--- config.mk ---
export PLATFORM = sky130hd
export DESIGN_NAME = run_state_ctrl
export DESIGN_NICKNAME = d
export VERILOG_FILES = /design/src/rtl/run_state_ctrl.sv
export SDC_FILE = /design/constraint.sdc
export NUM_CORES = 1
export LEC_CHECK = 0
export ABC_AREA = 1
export CORE_MARGIN = 2
export CORE_UTILIZATION = 48
export CTS_CLUSTER_SIZE = 10
export DETAILED_ROUTE_END_ITERATION = 6
export GPL_ROUTABILITY_DRIVEN = 0
export PLACE_DENSITY_LB_ADDON = 0.12
export SLEW_MARGIN = 20
export SYNTH_ARGS = -nofsm -noshare
export SYNTH_HDL_FRONTEND = slang
export SYNTH_SLANG_ARGS = --single-unit
export TNS_END_PERCENT = 100
--- constraint.sdc ---
create_clock -name clk -period 2 [get_ports clk]
set_input_delay 0.2 -clock clk [delete_from_list [all_inputs] [get_ports clk]]
set_output_delay 0.2 -clock clk [all_outputs]
set_load 0.02 [all_outputs]
--- src/rtl/run_state_ctrl.sv ---
// Run/halt controller: gates core execution, stops on halt words, watchdog or abort,
// then holds done for a fixed number of cycles and requires start to be re-armed.
module run_state_ctrl #(
  parameter int              XLEN        = 32,
  parameter logic [XLEN-1:0] ECALL_WORD  = 32'h00000073,
  parameter logic [XLEN-1:0] EBREAK_WORD = 32'h00100073,
  parameter int              CNT_W       = 32,
  parameter int              TIMEOUT     = 0,
  parameter int              DONE_HOLD   = 1
) (
  input  logic             clk,
  input  logic             rst,
  input  logic             start_in,
  input  logic             abort_in,
  input  logic             instr_valid,
  input  logic [XLEN-1:0]  instr_in,
  output logic             run_en,
  output logic             state_busy,
  output logic             state_done,
  output logic [2:0]       halt_cause,
  output logic [CNT_W-1:0] cycle_count
);

  localparam logic [1:0] S_IDLE = 2'd0;
  localparam logic [1:0] S_RUN  = 2'd1;
  localparam logic [1:0] S_DONE = 2'd2;

  localparam logic [2:0] C_NONE    = 3'd0;
  localparam logic [2:0] C_ECALL   = 3'd1;
  localparam logic [2:0] C_EBREAK  = 3'd2;
  localparam logic [2:0] C_TIMEOUT = 3'd3;
  localparam logic [2:0] C_ABORT   = 3'd4;

  localparam int              HOLD_W    = (DONE_HOLD < 2) ? 1 : $clog2(DONE_HOLD);
  localparam logic [HOLD_W-1:0] HOLD_LAST = HOLD_W'(DONE_HOLD - 1);
  localparam bit              TO_EN     = (TIMEOUT != 0);
  localparam logic [CNT_W-1:0] TO_LAST  = TO_EN ? CNT_W'(TIMEOUT - 1) : '0;
  localparam logic [CNT_W-1:0] CNT_MAX  = {CNT_W{1'b1}};

  // Halt words packed low-to-high in cause order: ECALL, EBREAK.
  localparam logic [2*XLEN-1:0] HALT_WORDS = {EBREAK_WORD, ECALL_WORD};

  logic [1:0]        state_reg, state_next;
  logic              armed_reg, armed_next;
  logic [HOLD_W-1:0] hold_reg, hold_next;
  logic [2:0]        cause_reg, cause_next;
  logic [CNT_W-1:0]  count_reg, count_next;
  logic              run_en_reg, busy_reg, done_reg;
  logic [1:0]        word_hit;
  logic              timeout_hit;
  logic [2:0]        hit_cause;

  genvar gi;
  generate
    for (gi = 0; gi < 2; gi++) begin : g_word
      assign word_hit[gi] = instr_valid && (instr_in == HALT_WORDS[gi*XLEN +: XLEN]);
    end
  endgenerate

  assign timeout_hit = TO_EN && (count_reg == TO_LAST);

  always_comb begin
    hit_cause = C_NONE;
    if (abort_in)         hit_cause = C_ABORT;
    else if (word_hit[0]) hit_cause = C_ECALL;
    else if (word_hit[1]) hit_cause = C_EBREAK;
    else if (timeout_hit) hit_cause = C_TIMEOUT;
  end

  always_comb begin
    state_next = state_reg;
    armed_next = armed_reg;
    hold_next  = hold_reg;
    cause_next = cause_reg;
    count_next = count_reg;
    case (state_reg)
      S_IDLE: begin
        if (!start_in) begin
          armed_next = 1'b1;
        end else if (armed_reg) begin
          state_next = S_RUN;
          count_next = '0;
          cause_next = C_NONE;
        end
      end
      S_RUN: begin
        // The halting cycle itself is still counted.
        count_next = (count_reg == CNT_MAX) ? count_reg : count_reg + CNT_W'(1);
        if (hit_cause != C_NONE) begin
          state_next = S_DONE;
          cause_next = hit_cause;
          armed_next = 1'b0;
          hold_next  = '0;
        end
      end
      S_DONE: begin
        if (hold_reg == HOLD_LAST) state_next = S_IDLE;
        else                       hold_next  = hold_reg + HOLD_W'(1);
      end
      default: state_next = S_IDLE;
    endcase
  end

  always_ff @(posedge clk) begin
    if (rst) begin
      state_reg  <= S_IDLE;
      armed_reg  <= 1'b1;
      hold_reg   <= '0;
      cause_reg  <= C_NONE;
      count_reg  <= '0;
      run_en_reg <= 1'b0;
      busy_reg   <= 1'b0;
      done_reg   <= 1'b0;
    end else begin
      state_reg  <= state_next;
      armed_reg  <= armed_next;
      hold_reg   <= hold_next;
      cause_reg  <= cause_next;
      count_reg  <= count_next;
      // Status flags are decoded from the next state so they are true flops.
      run_en_reg <= (state_next == S_RUN);
      busy_reg   <= (state_next != S_IDLE);
      done_reg   <= (state_next == S_DONE);
    end
  end

  assign run_en      = run_en_reg;
  assign state_busy  = busy_reg;
  assign state_done  = done_reg;
  assign halt_cause  = cause_reg;
  assign cycle_count = count_reg;

endmodule

==> results.md, run 1 <==
* Min Tclk post-route at 1.961 ns
* WP data arrival at between 2 and 2.5 ns
* YS warnings at 0
* Final Util at 70.89%
* Routed vias at 3153
* WP data required at 2.23 ns
* Syn_area_per_cell at 6.049 µm²
* Die X at 77.01 µm
* Endpoint type of the worst setup path: flip-flop
* Syn_nets at 461
* Via density at 5.344
* Hold buffers post-CTS at 0
* Port Buffers at 74
* Core Rows at 26
* Die height at just under 80 µm
* Leakage at 1.299 nW
* Top FF cell, synth: dfxtp_1
* Top cell type by total area after synthesis: dfxtp_1
* Max cap viols at 0
* CP cell instances: ha_2, nand2_2, nor2_1, nand2_2, nor3_4, nand4_1, nand2_2, clkinvlp_4, buf_4, nor2_1, nor2_1, nor2_1
* CP most frequent cell: nor2_1
* Slew @ Worst Pin at between 0.6 and 0.7 ns
* Share of cells above drive strength 1 at 11.15%
* Overall routed net length at 8.116 mm
* Storage cell area at 822.0 µm²
* Core box area at a little over 5000 µm²
* Total grt overflow at 0
* CTS root buf: clkbuf_8
* Final Hold Slack at 0.4870 ns
* Multi-input logic area at 1534 µm²
* Final period util at between 90 and 100%
* Max rail drop VDD at 0.4047 mV
* Synth-to-Final Area Change at 42.40%
* CP max stage delay at ~0.37 ns
* ANT nets after route at 0
* EDFF count, synth at 0
* Synthesized flop and latch total at 41
* DRC at 0
* Mapped Cells at approximately 420
* I/O pins at 75
* Vias in the first global route at 2869
* Post-synth top area share at 32.08%
* Fillers at about 490
* Hpwl dp at 6.081 mm
* Distinct cells, synth at 30
* Max FFs per register at 32
* CTS tree: yes
* Num CTS Buffers at 5
* Post-synthesis sequential area ratio at 32.08%
* Max Fclk at 0.5099 GHz
* Die area at roughly 6000 µm²
* Fin. Hold Viols at 0
* Initial DRC Count at 325
* Max Buffers Root-to-Sink at 2
* All-Layer GR Usage at 27.28%
* Slew Viols, Final at 0
* Pwr/cell area at 445.5 nW/µm²
* Worst skew pair latency at 0.29 ns
* Count of final setup violators at 0
* Worst-path clk slew at 0.08 ns
* Ys async rst share at 0%
* Starting Density at 49.78%
* Diodes inserted at 0
* Largest cells by area after synthesis: dfxtp_1 32%, nand2_1 17%, nor2_1 12%
* Cell Area, Synth at 2559 µm²
* First-pass iteration count of the detailed router at 5
* Synth cell count leaders: 114 x nand2_1, 83 x nor2_1, 41 x dfxtp_1, 41 x nand3_1, 39 x inv_1
* Global-route wire length before repair at 13.21 mm
* Non-Filler Instances at 590
* Routed length per instance at 13.76 µm
* Status: complete, no violations
* H-Tree Depth at 2
* Post-Place Cells at 577
* Antenna violations before repair at 0
* Max-slew headroom at around 53%
* Fin nets at 557
* Startpoint types: flip-flop
* Worst path slowest cell: dfxtp_2
* Top-count cell post-synth: nand2_1
* Min-delay worst type: reg -> reg
* Final Skew at between 0.005 and 0.006 ns
* Sink Count at 41
* Worst-path fanout max at 7
* Setup CP Type: reg -> reg
* Largest net degree at the start of global routing at 35
[logic make-up (layout without fill, tap and decap cells)]
family,count (synthesis),in the layout,share of synthesized area [%]
adder cells (fa/ha/maj),1,1,0.4889
AO/OA/AOI/OAI,41,41,9.193
buffers and inverters,53,150,8.997
XOR/XNOR,5,5,1.711
AND/OR/NAND/NOR,282,282,47.53
flip-flops,41,41,32.08
[metal layers]
layer / vias to the layer above / GRT usage [%] / part of all wire, %
li1: 1549 / - / -
met5: - / 0 / 0
met3: 14 / 4.588 / 9.1
met2: 176 / 45.61 / 47
met4: 0 / 6.250 / 1.6
met1: 1414 / 36.88 / 42
[final timing paths]
kind / startpoint / endpoint / slack, ns / depth (start not counted)
worst max-delay path: cycle_count[1] / cycle_count[31] / 0.04 / 12
worst min-delay path: halt_cause[1] / halt_cause[1] / 0.49 / 2
worst max register to register: cycle_count[1] / cycle_count[31] / 0.04 / 12
worst min register to register: halt_cause[1] / halt_cause[1] / 0.49 / 2
[stage by stage]
stage	TNS (ns)	power, mW	cell area (µm²)	setup slack (ns)
floorplan	0	0.9638	2559	0.1358
global placement	0	1.073	3485	0.1881
detailed placement	0	1.075	3485	0.1368
CTS	0	1.603	3571	0.1123
global route	-0.2695	1.686	3643	-0.06899
finish	0	1.623	3643	0.03899
[layout by cell type (no fill, tap or decap), drive strengths merged, types with 3 or more instances in the layout]
cell type,n
nand4,9
nand2,116
buf,26
or2,3
nor3b,3
nor2,85
inv,41
xor2,5
dfxtp,41
clkbuf,5
a21oi,30
nor3,21
nand3,41
clkdlybuf4s50,74
o21ai,8
[cell type report]
type / count / area share, %
clock buffers: 5 / 1.889
inverters: 42 / 4.430
well taps: 70 / 2.404
clock inverters: 3 / 0.4808
flip-flops and latches: 41 / 22.56
repair buffers: 100 / 26.13
multi-input cells: 329 / 42.10
[where the power goes]
group / internal (mW) / total [mW] / switching (mW)
clock network: 0.241 / 0.547 / 0.306
registers: 0.826 / 0.831 / 0.00514
logic: 0.122 / 0.245 / 0.124
total: 1.19 / 1.62 / 0.434
[worst max-delay path: cells and delay by family (launching register included)]
kind	cells	cell delay, ns
adder cells (fa/ha/maj)	1	0.19
buffers and inverters	2	0.38
flip-flops	1	0.37
AND/OR/NAND/NOR	9	0.94
[what timing repair did]
action,in CTS,in global routing
buffers inserted,0,5
setup endpoints to repair,0,3
gates resized for setup,0,10
(Power assumes the default switching activity.)
==> inputs of run 2 (changes only) <==
--- a/config.mk
+++ b/config.mk
@@ -6,8 +6,9 @@
 export NUM_CORES = 1
 export LEC_CHECK = 0
 export ABC_AREA = 1
+export CAP_MARGIN = 20
 export CORE_MARGIN = 2
-export CORE_UTILIZATION = 48
+export CORE_UTILIZATION = 45
 export CTS_CLUSTER_SIZE = 10
 export DETAILED_ROUTE_END_ITERATION = 6
 export GPL_ROUTABILITY_DRIVEN = 0
==> results.md, run 2 (synthesis gave the netlist of run 1 again) <==
* Die area at 6305 µm² (+6.3%)
* Sw Share at 25.41% (-1.4 points)
* Starting Density at 46.47% (-3.3 points)
* Diodes inserted at 0 (unchanged)
* Hold buffers post-CTS at 0 (unchanged)
* CP endpoint: cycle_count[25]
* Port Buffers at 74 (unchanged)
* Setup tns final at 0 ns (unchanged)
* Worst-path fanout max at 13 (+6)
* Core box area at 5507 µm² (+7.1%)
* Buf/Inv on CP at 4 (+2)
* I/O pins at 75 (unchanged)
* CP cell instances: inv_2, nor2_4, buf_4, inv_1, nand2_1, nand2_1, inv_1, nand2_1, nand2_1, nand2_1, nor2_1
* Max rail drop VDD at 0.4373 mV (+8.1%)
* CTS tree: yes
* WP data arrival at 2.06 ns (-0.13 ns)
* Max FFs per register at 32 (unchanged)
* Critical Path Stages at 11 (-1)
* Via density at 5.236 (-2.0%)
* CTS root buf: clkbuf_8
* Leakage at 1.272 nW (-2.0%)
* Core Rows at 27 (+3.8%)
* Worst-path clk slew at 0.08 ns (about the same)
* H-Tree Depth at 2 (unchanged)
* Share of cells above drive strength 1 at 9.266% (-1.9 points)
* Leading cell types in the layout, fill and taps excluded: 114 x nand2_1, 83 x nor2_1, 74 x clkdlybuf4s50_1
* Worst Hold Path Cells at 2 (unchanged)
* Num CTS Buffers at 5 (unchanged)
* Crit path launch: state_reg[0]
* Int Pwr at 1.178 mW (-0.95%)
* Worst path slowest cell: dfxtp_1
* R2R setup slack at 0.18 ns (+0.14 ns)
* Pre-CTS setup slack at 0.1253 ns (-0.01145 ns)
* Slew @ Worst Pin at 0.6784 ns (-0.02127 ns)
* WP data required at 2.24 ns (about the same)
* CP most frequent cell: nand2_1
* Min-delay worst type: reg -> reg
* Worst skew pair latency at 0.30 ns (about the same)
* Max cap viols at 0 (unchanged)
* Setup CP Type: reg -> reg
* Worst hold start: halt_cause[2]
* Overall routed net length at 7.590 mm (-6.5%)
* CP max stage delay at 0.37 ns (about the same)
* Share of power burned in registers at 52.6% (+1.4 points)
* Min Tclk post-route at 1.820 ns (-0.1408 ns)
* Synth-to-Final Area Change at 40.00%
* DRC at 0 (unchanged)
* Endpoint type of the worst setup path: flip-flop
* Vias in the first global route at 2893 (+0.84%)
* Routed vias at 3089 (-2.0%)
* Hpwl dp at 5.849 mm (-3.8%)
* Non-Filler Instances at 590 (unchanged)
* All-Layer GR Usage at 25.34% (-1.9 points)
* Clk pwr share at 33.3% (-0.4 points)
* Total grt overflow at 0 (unchanged)
* Comb pwr share at 14.0% (-1.1 points)
* Pwr/cell area at 440.7 nW/µm² (-1.1%)
* R2R Path End: cycle_count[25]
* RSZ-0062 raised after global routing: yes
* Sink Count at 41 (unchanged)
* ANT nets after route at 0 (unchanged)
* Slew Viols, Final at 0 (unchanged)
* R2r worst-path depth at 11 (-1)
* Worst r2r src: state_reg[0]
* Die height at 79.41 µm (+3.1%)
* Global-route wire length before repair at 12.77 mm (-3.3%)
* Fin. Hold Viols at 0 (unchanged)
* Worst setup margin at 0.1798 ns (+0.1408 ns)
* Post-Place Cells at 582 (+0.87%)
* Status: complete, no violations
* Final period util at 91.01% (-7.0 points)
* First-pass iteration count of the detailed router at 5 (unchanged)
* Max Buffers Root-to-Sink at 2 (unchanged)
* Commonest non-fill, non-tap cell in the layout: nand2_1
* Die X at 79.41 µm (+3.1%)
* Initial DRC Count at 269 (-17%)
* Sw Pwr at 0.4011 mW (-7.7%)
* Largest net degree at the start of global routing at 35 (unchanged)
* Final Skew at 0.008515 ns (+0.002844 ns)
* CP delay by family, top: buffers and inverters
* Count of final setup violators at 0 (unchanged)
* Max-slew headroom at 54.61% (+1.4 points)
* Startpoint types: flip-flop
* Antenna violations before repair at 0 (unchanged)
* Max Fclk at 0.5494 GHz (+7.7%)
* Routed length per instance at 12.86 µm (-6.5%)
* Fin nets at 555 (-0.36%)
## run 2: layer usage
| layer | GRT usage [%] | vias to the layer above | routed length [µm] | part of all wire, % |
|---|---|---|---|---|
| li1 | - | 1548 | - | - |
| met1 | 34.25 | 1389 | 3446 | 45 |
| met2 | 40.17 | 142 | 3439 | 45 |
| met3 | 5.204 | 10 | 615 | 8.1 |
| met4 | 8.793 | 0 | 89 | 1.2 |
| met5 | 0 | - | 0 | 0 |
## run 2: how the worst min path moves through the flow
stage                    end  slack, ns
3_5_place_dp   halt_cause[0]       0.47
3_3_place_gp   halt_cause[2]       0.47
5_1_grt        halt_cause[0]       0.51
6_report       halt_cause[2]       0.49
4_1_cts        halt_cause[2]       0.49
2_1_floorplan  halt_cause[2]       0.35
## run 2: worst register-to-register path, cell delays in order (launching register included)
cell and delay, ns:
dfxtp_1 0.37, inv_2 0.05, nor2_4 0.10, buf_4 0.22
inv_1 0.14, nand2_1 0.10, nand2_1 0.08, inv_1 0.32
nand2_1 0.15, nand2_1 0.09, nand2_1 0.05, nor2_1 0.11
## run 2: what timing repair did
action | in CTS | in global routing
setup endpoints to repair | 0 | 2
gates resized for setup | 0 | 1
setup buffers | 0 | 0
## run 2: final cells by class
type	count	area, µm²
Sequential cell	41	820.8
Tap cell	72	90.09
Multi-Input combinational cell	329	1513
Clock buffer	8	80.08
Fill cell	526	1924
Inverter	42	157.7
Timing Repair Buffer	98	920.9
## run 2: stage by stage
step	hold slack [ns]	cell area (µm²)	util, %	power (mW)
floorplan	0.3490	2559	-	0.9638
global placement	0.4732	3497	63.51	1.066
detailed placement	0.4729	3497	63.51	1.070
CTS	0.4914	3577	64.96	1.589
global route	0.5074	3582	65.05	1.651
finish	0.4865	3582	65.05	1.579
## run 2: power groups by stage
| stage | Combinational, mW | Sequential [mW] | Clock (mW) |
|---|---|---|---|
| floorplan | 0.105 | 0.859 | 0 |
| global placement | 0.216 | 0.850 | 0 |
| detailed placement | 0.220 | 0.850 | 0 |
| CTS | 0.220 | 0.831 | 0.539 |
| global route | 0.241 | 0.832 | 0.579 |
| finish | 0.221 | 0.831 | 0.526 |
==> inputs of run 3 (changes only) <==
--- a/config.mk
+++ b/config.mk
@@ -12,6 +12,7 @@
 export CTS_CLUSTER_SIZE = 10
 export DETAILED_ROUTE_END_ITERATION = 6
 export GPL_ROUTABILITY_DRIVEN = 0
+export MAX_ROUTING_LAYER = met4
 export PLACE_DENSITY_LB_ADDON = 0.12
 export SLEW_MARGIN = 20
 export SYNTH_ARGS = -nofsm -noshare
==> results.md, run 3 (synthesis gave the netlist of run 1 again) <==
* Status: complete, no violations
* Starting Density at 46.47% (unchanged)
* Storage cell area at 820.8 µm² (unchanged)
* Endpoint type of the worst setup path: flip-flop
* First-pass iteration count of the detailed router at 6 (+1)
* Synth-to-Final Area Change at 40.00% (unchanged)
* Core Rows at 27 (unchanged)
* I/O pins at 75 (unchanged)
* Fin. Hold Viols at 0 (unchanged)
* Fin nets at 555 (unchanged)
* Die X at 79.41 µm (unchanged)
* Final Skew at 0.009564 ns (+0.001048 ns)
* Fillers at 526 (unchanged)
* Initial DRC Count at 294 (+9.3%)
* Largest net degree at the start of global routing at 35 (unchanged)
* Post-Place Cells at 582 (unchanged)
* Worst skew pair latency at 0.30 ns (about the same)
* RSZ-0062 raised after global routing: yes
* Max FFs per register at 32 (unchanged)
* ANT nets after route at 0 (unchanged)
* Setup CP Type: reg -> reg
* Slew @ Worst Pin at 0.6849 ns (+0.006510 ns)
* Max rail drop VDD at 0.4384 mV (+0.24%)
* Die area at 6305 µm² (unchanged)
* Vias in the first global route at 2890 (-0.10%)
* Sink Count at 41 (unchanged)
* Max Fclk at 0.5497 GHz (about the same)
* H-Tree Depth at 2 (unchanged)
* Diodes inserted at 0 (unchanged)
* All-Layer GR Usage at 26.02% (+0.69 points)
* CTS tree: yes
* Commonest non-fill, non-tap cell in the layout: nand2_1
* CTS root buf: clkbuf_8
* Leading cell types in the layout, fill and taps excluded: 114 x nand2_1, 83 x nor2_1, 74 x clkdlybuf4s50_1
* Overall routed net length at 7.587 mm (about the same)
* R2R setup slack at 0.18 ns (about the same)
* Slew Viols, Final at 0 (unchanged)
* Min-delay worst type: reg -> reg
* Final Util at 65.05% (unchanged)
* WP data required at 2.24 ns (about the same)
* Share of cells above drive strength 1 at 9.266% (unchanged)
* Hold buffers post-CTS at 0 (unchanged)
* Setup tns final at 0 ns (unchanged)
* Num CTS Buffers at 5 (unchanged)
* Count of final setup violators at 0 (unchanged)
* Routed length per instance at 12.86 µm (about the same)
* Final Hold Slack at 0.4864 ns (-0.0001110 ns)
* WP data arrival at 2.06 ns (about the same)
* Pwr/cell area at 441.4 nW/µm² (+0.15%)
* Port Buffers at 74 (unchanged)
* Max Buffers Root-to-Sink at 2 (unchanged)
* Via density at 5.225 (-0.19%)
* Total grt overflow at 0 (unchanged)
* Routed vias at 3083 (-0.19%)
* Hpwl dp at 5.849 mm (unchanged)
* Worst setup margin at 0.1807 ns (+0.0008500 ns)
* Startpoint types: flip-flop
* Multi-input logic area at 1513 µm² (unchanged)
* Min Tclk post-route at 1.819 ns (-0.0008500 ns)
* DRC at 0 (unchanged)
* Core box area at 5507 µm² (unchanged)
* Pre-CTS setup slack at 0.1253 ns (unchanged)
* Leakage at 1.272 nW (unchanged)
* Max-slew headroom at 54.17% (-0.44 points)
* Worst-path fanout max at 13 (unchanged)
* Antenna violations before repair at 0 (unchanged)
* Final period util at 90.97% (about the same)
* Worst-path clk slew at 0.08 ns (about the same)
* Max cap viols at 0 (unchanged)
* Die height at 79.41 µm (unchanged)
* Non-Filler Instances at 590 (unchanged)
* Global-route wire length before repair at 12.77 mm (unchanged)
-- run 3: cell counts in the layout (fill, tap and decap cells not counted) --
No cell type changed its count.
-- run 3: layout make-up --
| type | instances | share of cell area [%] |
|---|---|---|
| timing repair buffer | 98 | 25.71 |
| inverter | 42 | 4.401 |
| multi-input combinational | 329 | 42.23 |
| clock buffer | 8 | 2.235 |
| sequential | 41 | 22.91 |
| tap | 72 | 2.515 |
-- run 3: timing repair --
item	4_1_cts	5_1_grt
setup buffers	0	0
resized for setup	0	1
endpoints found under the setup margin	0	2
-- run 3: routing by layer --
metal | part of all wire (%) | vias to the layer above | GRT usage (%) | wire [µm]
li1 | - | 1555 | - | -
met4 | 1.1 | 0 | 8.793 | 85
met5 | 0 | - | - | 0
met1 | 46 | 1384 | 34.25 | 3454
met3 | 7.4 | 12 | 5.090 | 565
met2 | 46 | 132 | 40.25 | 3481
-- run 3: where the power goes --
group / leakage [nW] / internal [mW] / total [mW] / switching (mW)
logic: 0.901 / 0.104 / 0.221 / 0.117
registers: 0.331 / 0.826 / 0.831 / 0.00496
clock network: 0.0395 / 0.248 / 0.530 / 0.282
-- run 3: path summary, 6_finish.rpt --
kind         cells past startpoint     startpoint               to
min                              2  halt_cause[2]    halt_cause[2]
max reg2reg                     11   state_reg[0]  cycle_count[25]
max                             11   state_reg[0]  cycle_count[25]
min reg2reg                      2  halt_cause[2]    halt_cause[2]
-- run 3: worst max-delay path: stages (launching register included) --
cell,delay (ns)
dfxtp_1,0.37
inv_2,0.05
nor2_4,0.10
buf_4,0.22
inv_1,0.13
nand2_1,0.10
nand2_1,0.08
inv_1,0.32
nand2_1,0.14
nand2_1,0.09
nand2_1,0.05
nor2_1,0.11
-- run 3: per-stage QoR --
stage                     instance area (µm²)  total power, mW
final                                    3582            1.581
after CTS                                3577            1.589
after detailed placement                 3497            1.070
after global placement                   3497            1.066
after floorplan                          2559           0.9638
after global routing                     3582            1.651
